--- src/rtl/flag_branch_unit.sv ---
`default_nettype none
// ============================================================================
//  Module      : flag_branch_unit
//  Description : Architectural Z/V/N flag register fed by the EX-stage ALU,
//                branch-condition resolver for the ID stage with optional
//                EX-to-ID flag forwarding, and sticky HLT retirement latch.
//  Revision    : 1.0 - initial release
// ============================================================================
module flag_branch_unit #(
   parameter logic [2:0] FLAG_RESET    = 3'b000,
   parameter bit         FORWARD_FLAGS = 1'b0
) (
   input  logic       clk,
   input  logic       rst,
   input  logic       ex_valid,
   input  logic [3:0] ex_opcode,
   input  logic [2:0] alu_flags,
   input  logic       stall,
   input  logic       flush,
   input  logic       br_valid,
   input  logic [2:0] br_cond,
   output logic [2:0] flags_q,
   output logic       br_taken,
   output logic       flag_hazard,
   output logic       halted
);

   // Opcodes that matter to this block
   localparam logic [3:0] c_op_add = 4'b0000;
   localparam logic [3:0] c_op_sub = 4'b0001;
   localparam logic [3:0] c_op_xor = 4'b0010;
   localparam logic [3:0] c_op_sll = 4'b0100;
   localparam logic [3:0] c_op_sra = 4'b0101;
   localparam logic [3:0] c_op_ror = 4'b0110;
   localparam logic [3:0] c_op_hlt = 4'b1111;

   // Branch condition codes (ccc field)
   localparam logic [2:0] c_cc_ne = 3'b000;
   localparam logic [2:0] c_cc_eq = 3'b001;
   localparam logic [2:0] c_cc_gt = 3'b010;
   localparam logic [2:0] c_cc_lt = 3'b011;
   localparam logic [2:0] c_cc_ge = 3'b100;
   localparam logic [2:0] c_cc_le = 3'b101;
   localparam logic [2:0] c_cc_ov = 3'b110;
   localparam logic [2:0] c_cc_al = 3'b111;

   typedef enum logic [0:0] {
      ST_RUN    = 1'b0,
      ST_HALTED = 1'b1
   } state_t;

   state_t     r_state;
   logic [2:0] r_flags;

   logic [2:0] w_mask;
   logic       w_commit;
   logic       w_writes_flags;
   logic [2:0] w_eff;
   logic       w_cond;
   logic       w_halted;
   logic       w_hazard;

   assign w_halted = (r_state == ST_HALTED);
   assign w_commit = ex_valid & ~stall & ~flush & ~w_halted;

   // Per-opcode flag write mask, bit order {Z,V,N}
   always_comb begin
      w_mask = 3'b000;
      case (ex_opcode)
         c_op_add, c_op_sub:                     w_mask = 3'b111;
         c_op_xor, c_op_sll, c_op_sra, c_op_ror: w_mask = 3'b100;
         default:                                w_mask = 3'b000;
      endcase
   end

   // A flush squashes the write, but a stall does not hide a pending write
   assign w_writes_flags = ex_valid & ~flush & (w_mask != 3'b000);

   // Flags seen by the branch: forwarded EX result overlays the register
   always_comb begin
      w_eff = r_flags;
      if (FORWARD_FLAGS && w_writes_flags)
         w_eff = (r_flags & ~w_mask) | (alu_flags & w_mask);
   end

   // Evaluate the ID-stage branch condition against the effective flags
   always_comb begin
      w_cond = 1'b0;
      case (br_cond)
         c_cc_ne: w_cond = ~w_eff[2];
         c_cc_eq: w_cond =  w_eff[2];
         c_cc_gt: w_cond = ~w_eff[2] & ~w_eff[0];
         c_cc_lt: w_cond =  w_eff[0];
         c_cc_ge: w_cond =  w_eff[2] | (~w_eff[2] & ~w_eff[0]);
         c_cc_le: w_cond =  w_eff[0] | w_eff[2];
         c_cc_ov: w_cond =  w_eff[1];
         c_cc_al: w_cond =  1'b1;
         default: w_cond =  1'b0;
      endcase
   end

   // Unconditional branches never depend on flags, so they never stall
   assign w_hazard = ~FORWARD_FLAGS & br_valid & w_writes_flags &
                     (br_cond != c_cc_al) & ~w_halted & ~rst;

   assign flag_hazard = w_hazard;
   assign br_taken    = br_valid & ~w_hazard & ~w_halted & ~rst & w_cond;
   assign flags_q     = r_flags;
   assign halted      = w_halted;

   // Flag register update and RUN/HALTED sequencing; reset drops any pending write
   always_ff @(posedge clk) begin
      if (rst) begin
         r_flags <= FLAG_RESET;
         r_state <= ST_RUN;
      end else begin
         if (w_commit)
            r_flags <= (r_flags & ~w_mask) | (alu_flags & w_mask);
         case (r_state)
            ST_RUN:    if (w_commit && (ex_opcode == c_op_hlt)) r_state <= ST_HALTED;
            ST_HALTED: r_state <= ST_HALTED;
            default:   r_state <= ST_RUN;
         endcase
      end
   end

endmodule
`default_nettype wire

--- config.mk ---
export PLATFORM = sky130hd
export DESIGN_NAME = flag_branch_unit
export DESIGN_NICKNAME = d
export VERILOG_FILES = /design/src/rtl/flag_branch_unit.sv
export SDC_FILE = /design/constraint.sdc
export NUM_CORES = 1
export LEC_CHECK = 0
export BUFFER_PORTS_ARGS = -buffer_cell sky130_fd_sc_hd__buf_2
export CELL_PAD_IN_SITES_DETAIL_PLACEMENT = 0
export CELL_PAD_IN_SITES_GLOBAL_PLACEMENT = 1
export CORE_AREA = 4 4 41 43
export CTS_CLUSTER_DIAMETER = 40
export CTS_CLUSTER_SIZE = 16
export DETAILED_ROUTE_END_ITERATION = 8
export DIE_AREA = 0 0 45 47
export HOLD_SLACK_MARGIN = 0.1
export PLACE_DENSITY_LB_ADDON = 0.1
export SYNTH_ARGS = -nofsm -noshare
export SYNTH_HDL_FRONTEND = slang
export SYNTH_SLANG_ARGS = --single-unit
--- constraint.sdc ---
create_clock -name clk -period 3.3 [get_ports clk]
set_input_delay 0.825 -clock clk [delete_from_list [all_inputs] [get_ports clk]]
set_output_delay 0.825 -clock clk [all_outputs]
set_load 0.02 [all_outputs]
==> impl_summary.md <==
Drt
In this run the remaining antenna-violating nets after routing total 0. The final layout contains routed wiring with a total length of 801 µm. The average wire length per cell after detail routing is 10.82 µm. The via-per-instance ratio is 4.581. The DRC violations left is 0. The via count is 339. The pre-antenna-repair detailed-routing pass consisted of 2 iterations. The initial DRC count is 2.

Setup path
The most used cell along the critical path is sky130_fd_sc_hd__buf_2. The type of the worst setup path is in -> out. The endpoint kind of the worst setup timing path is an output pin.

The family with the most delay on the worst path is simple AND/OR/NAND/NOR gates. In this design, the stage delay of the slowest critical-path cell is 310 ps. STA classifies the critical path startpoint as a primary input. The setup check on the worst reg-to-reg path leaves a slack of 2310 ps. The arrival time of data at the critical path endpoint is 1790 ps.

The critical path data required time is 2470 ps. The start point of the critical path is br_cond[1]. The total buffers and inverters traversed by the critical path is 2. The critical path runs through a total of 6 cells. In this run the worst setup path terminates at br_taken. The maximum fanout along the worst path is 4. The cell with the largest stage delay on the worst path is sky130_fd_sc_hd__maj3_2. The worst reg-to-reg path cell count is 4.

Traced cell by cell, the critical path runs through buf_2, maj3_2, nor3b_2, a21oi_1, and4b_1, buf_2. The source of the worst register-to-register timing path is halted$_SDFF_PP0_.

Clock tree
Clock-pin slew was measured on the worst setup and hold paths at 40 ps. The number of buffers added to fix hold violations after cts is 0. CTS built an H-tree with a depth of 1. Clock tree synthesis found a total of 4 sinks. The latest clock arrival within the worst-skew pair is 240 ps. The number of buffers inserted during clock tree synthesis is 3. The tree is rooted in a sky130_fd_sc_hd__clkbuf_4. Once the clock tree was built, the setup fixing pass inserted 0 buffers. The maximum number of buffers from clock root to sink is 2. The TritonCTS clock tree is built. The post-CTS resize count is 0.

Cells and area
The layout net count is 77. The fraction of final layout cells sized beyond drive strength 1 is 44.07%. The most frequent standard cell in the layout excluding fill and tap cells is sky130_fd_sc_hd__buf_2. The area added between synthesis and finish is 53.18%. The final instance area is 421.7 µm². The repair_antennas step left the layout with diodes totalling 0. Leaving out fill and tap cells, the most frequent cells in the layout are sky130_fd_sc_hd__buf_2, sky130_fd_sc_hd__nor2_1, sky130_fd_sc_hd__nand3_1, sky130_fd_sc_hd__mux2i_1, sky130_fd_sc_hd__dfxtp_1. The filler cell count is 161.

Yosys
The fraction of the mapped netlist area in simple logic gates is 45.91%. By area, the combinational part of the netlist is dominated by simple AND/OR/NAND/NOR gates. The synthesized design spends more area on one cell type than any other, namely sky130_fd_sc_hd__dfxtp_1. The mean instance size in the synthesized netlist is 7.865 µm². The gate count after technology mapping is 35. The adder-cell share of the synthesized area is 4.091%.

The number of synthesized register bits is 4. The area share of xor/xnor cells in the synthesized design is 0%. For this run, the register share of the synthesized area comes to 29.09%. The portion of synthesized cell area occupied by the leading cell type is 29.09%. The synthesized netlist devotes 6.364% of its cell area to compound gates.

Counting every net in the synthesized netlist gives 51. The cell area after synthesis is 275.3 µm². The Yosys step of the flow raised 0 warnings. Sorting the synthesized cells by area gives the leading types as sky130_fd_sc_hd__dfxtp_1, sky130_fd_sc_hd__mux2i_1, sky130_fd_sc_hd__nor2_1. The synthesized netlist contains 15 unique library cells. The portion of netlist area occupied by mux cells is 14.55%.

STA
The portion of the clock cycle consumed by the worst path in the final layout is 79.27%. The count of final hold-check violations is 0. The transition at the pin with the smallest max-transition slack is 344.2 ps.

The final setup skew is 3.880 ps. The achievable clock frequency is 382.3 MHz. The final-report setup violation count is 0.

Headroom to the max-slew limit came out at 77.01%. The worst path needs 2616 ps of the cycle, external delays included. Setup repair after global routing left no endpoint under its margin.

In the final timing run, aggregate negative setup slack is 0 ps. The max-slew violation total from the final report is 0.

Hold path
The worst hold-check path type is reg -> reg.

Global route
The number of global-route vias before repair came to 322. The maximum number of pins on one net before global-route repair is 7. Global routing finished with a remaining overflow of 0.

The total global routing track utilization is 8.294%. The first global-routing pass estimated 1242 µm of wire. The number of antenna violations at the first check in global routing came to 0.

Placed design
The cell area reported after detailed placement is 399.1 µm². The final weighted congestion of routability-driven global placement is 0.7182. The port buffer count is 21.

Die
The floorplan step set the die width to 45 µm. The initial core utilization is 21.15%. 22 I/O pins were placed. The area of the die is 2115 µm². The vertical die dimension is 47 µm.

The core region area is 1301 µm². The initialized floorplan defines 13 standard-cell rows.

Job
The number of max-cap violations is 0.

Power and ir drop
The power density over the cells is 321.2 nW/µm². The design draws 0.1354 mW. The worst ir drop on vdd is 0.1622 mV. The leakage power summed over all cells is 0.2165 nW.

Status
The flow ran to the end, and the final reports show no timing, DRC or antenna violations.
-- metal layers --
layer  vias to the layer above  GRT usage, %  routed length [µm]
met5                         -             0                   0
met4                         0         1.754                   0
met3                         0         4.598                  87
met2                        18         12.71                 333
met1                       144         10.23                 380
li1                        177             -                   -
-- cell type report --
cell class | count | area (µm²) | area share [%]
clock buffer | 3 | 22.52 | 5.341
multi-input combinational | 31 | 195.2 | 46.29
sequential | 4 | 80.08 | 18.99
tap | 15 | 18.77 | 4.451
timing repair buffer | 21 | 105.1 | 24.93
-- cell usage after synthesis --
master / count
sky130_fd_sc_hd__nor2_1: 10
sky130_fd_sc_hd__or3b_1: 1
sky130_fd_sc_hd__and4b_1: 1
sky130_fd_sc_hd__o21ai_0: 1
sky130_fd_sc_hd__dfxtp_1: 4
sky130_fd_sc_hd__nand3_1: 4
sky130_fd_sc_hd__maj3_2: 1
sky130_fd_sc_hd__a211oi_1: 1
sky130_fd_sc_hd__nor3b_1: 2
sky130_fd_sc_hd__nand2_1: 2
sky130_fd_sc_hd__nor4b_1: 1
sky130_fd_sc_hd__mux2i_1: 4
sky130_fd_sc_hd__nand4_1: 1
sky130_fd_sc_hd__a21oi_1: 1
sky130_fd_sc_hd__nor3b_2: 1
-- tightest hold or removal path, cell delays in order (launching register included) --
cell	delay (ps)
sky130_fd_sc_hd__dfxtp_1	340
sky130_fd_sc_hd__mux2i_1	80
sky130_fd_sc_hd__nor2_1	70
-- worst min-delay path by stage --
stage,depth (start not counted),end,slack [ps],start
CTS,2,flip-flop,540,flip-flop
global route,2,halted$_SDFF_PP0_,560,halted$_SDFF_PP0_
detailed placement,2,flip-flop,520,flip-flop
floorplan,2,halted$_SDFF_PP0_,570,halted$_SDFF_PP0_
finish,2,flip-flop,520,flip-flop
global placement,2,flip-flop,520,flip-flop
-- metrics by stage --
stage               util [%]  hold slack [ps]  std cells  setup WS [ps]
floorplan                  -            572.3         35          902.3
global placement       30.67            516.6         71          680.7
detailed placement     30.67            524.5         71          677.8
CTS                    32.40            535.9         74          677.5
global route           32.40            562.7         74          631.4
finish                 32.40            524.2         74          684.0
-- kinds of logic (layout without fill, tap and decap cells) --
family	after synthesis	count (layout)
AO/OA/AOI/OAI	3	3
adder cells (fa/ha/maj)	1	1
buffers and inverters	0	24
flip-flops	4	4
multiplexers	4	4
AND/OR/NAND/NOR	23	23
-- where the power goes --
| group | internal [mW] | leakage (nW) | switching [mW] |
|---|---|---|---|
| registers | 0.0491 | 0.0323 | 0.000677 |
| clock network | 0.0407 | 0.0138 | 0.0206 |
| logic | 0.0125 | 0.170 | 0.0118 |
| total | 0.102 | 0.216 | 0.0331 |
Power figures use the tool's default switching activity.
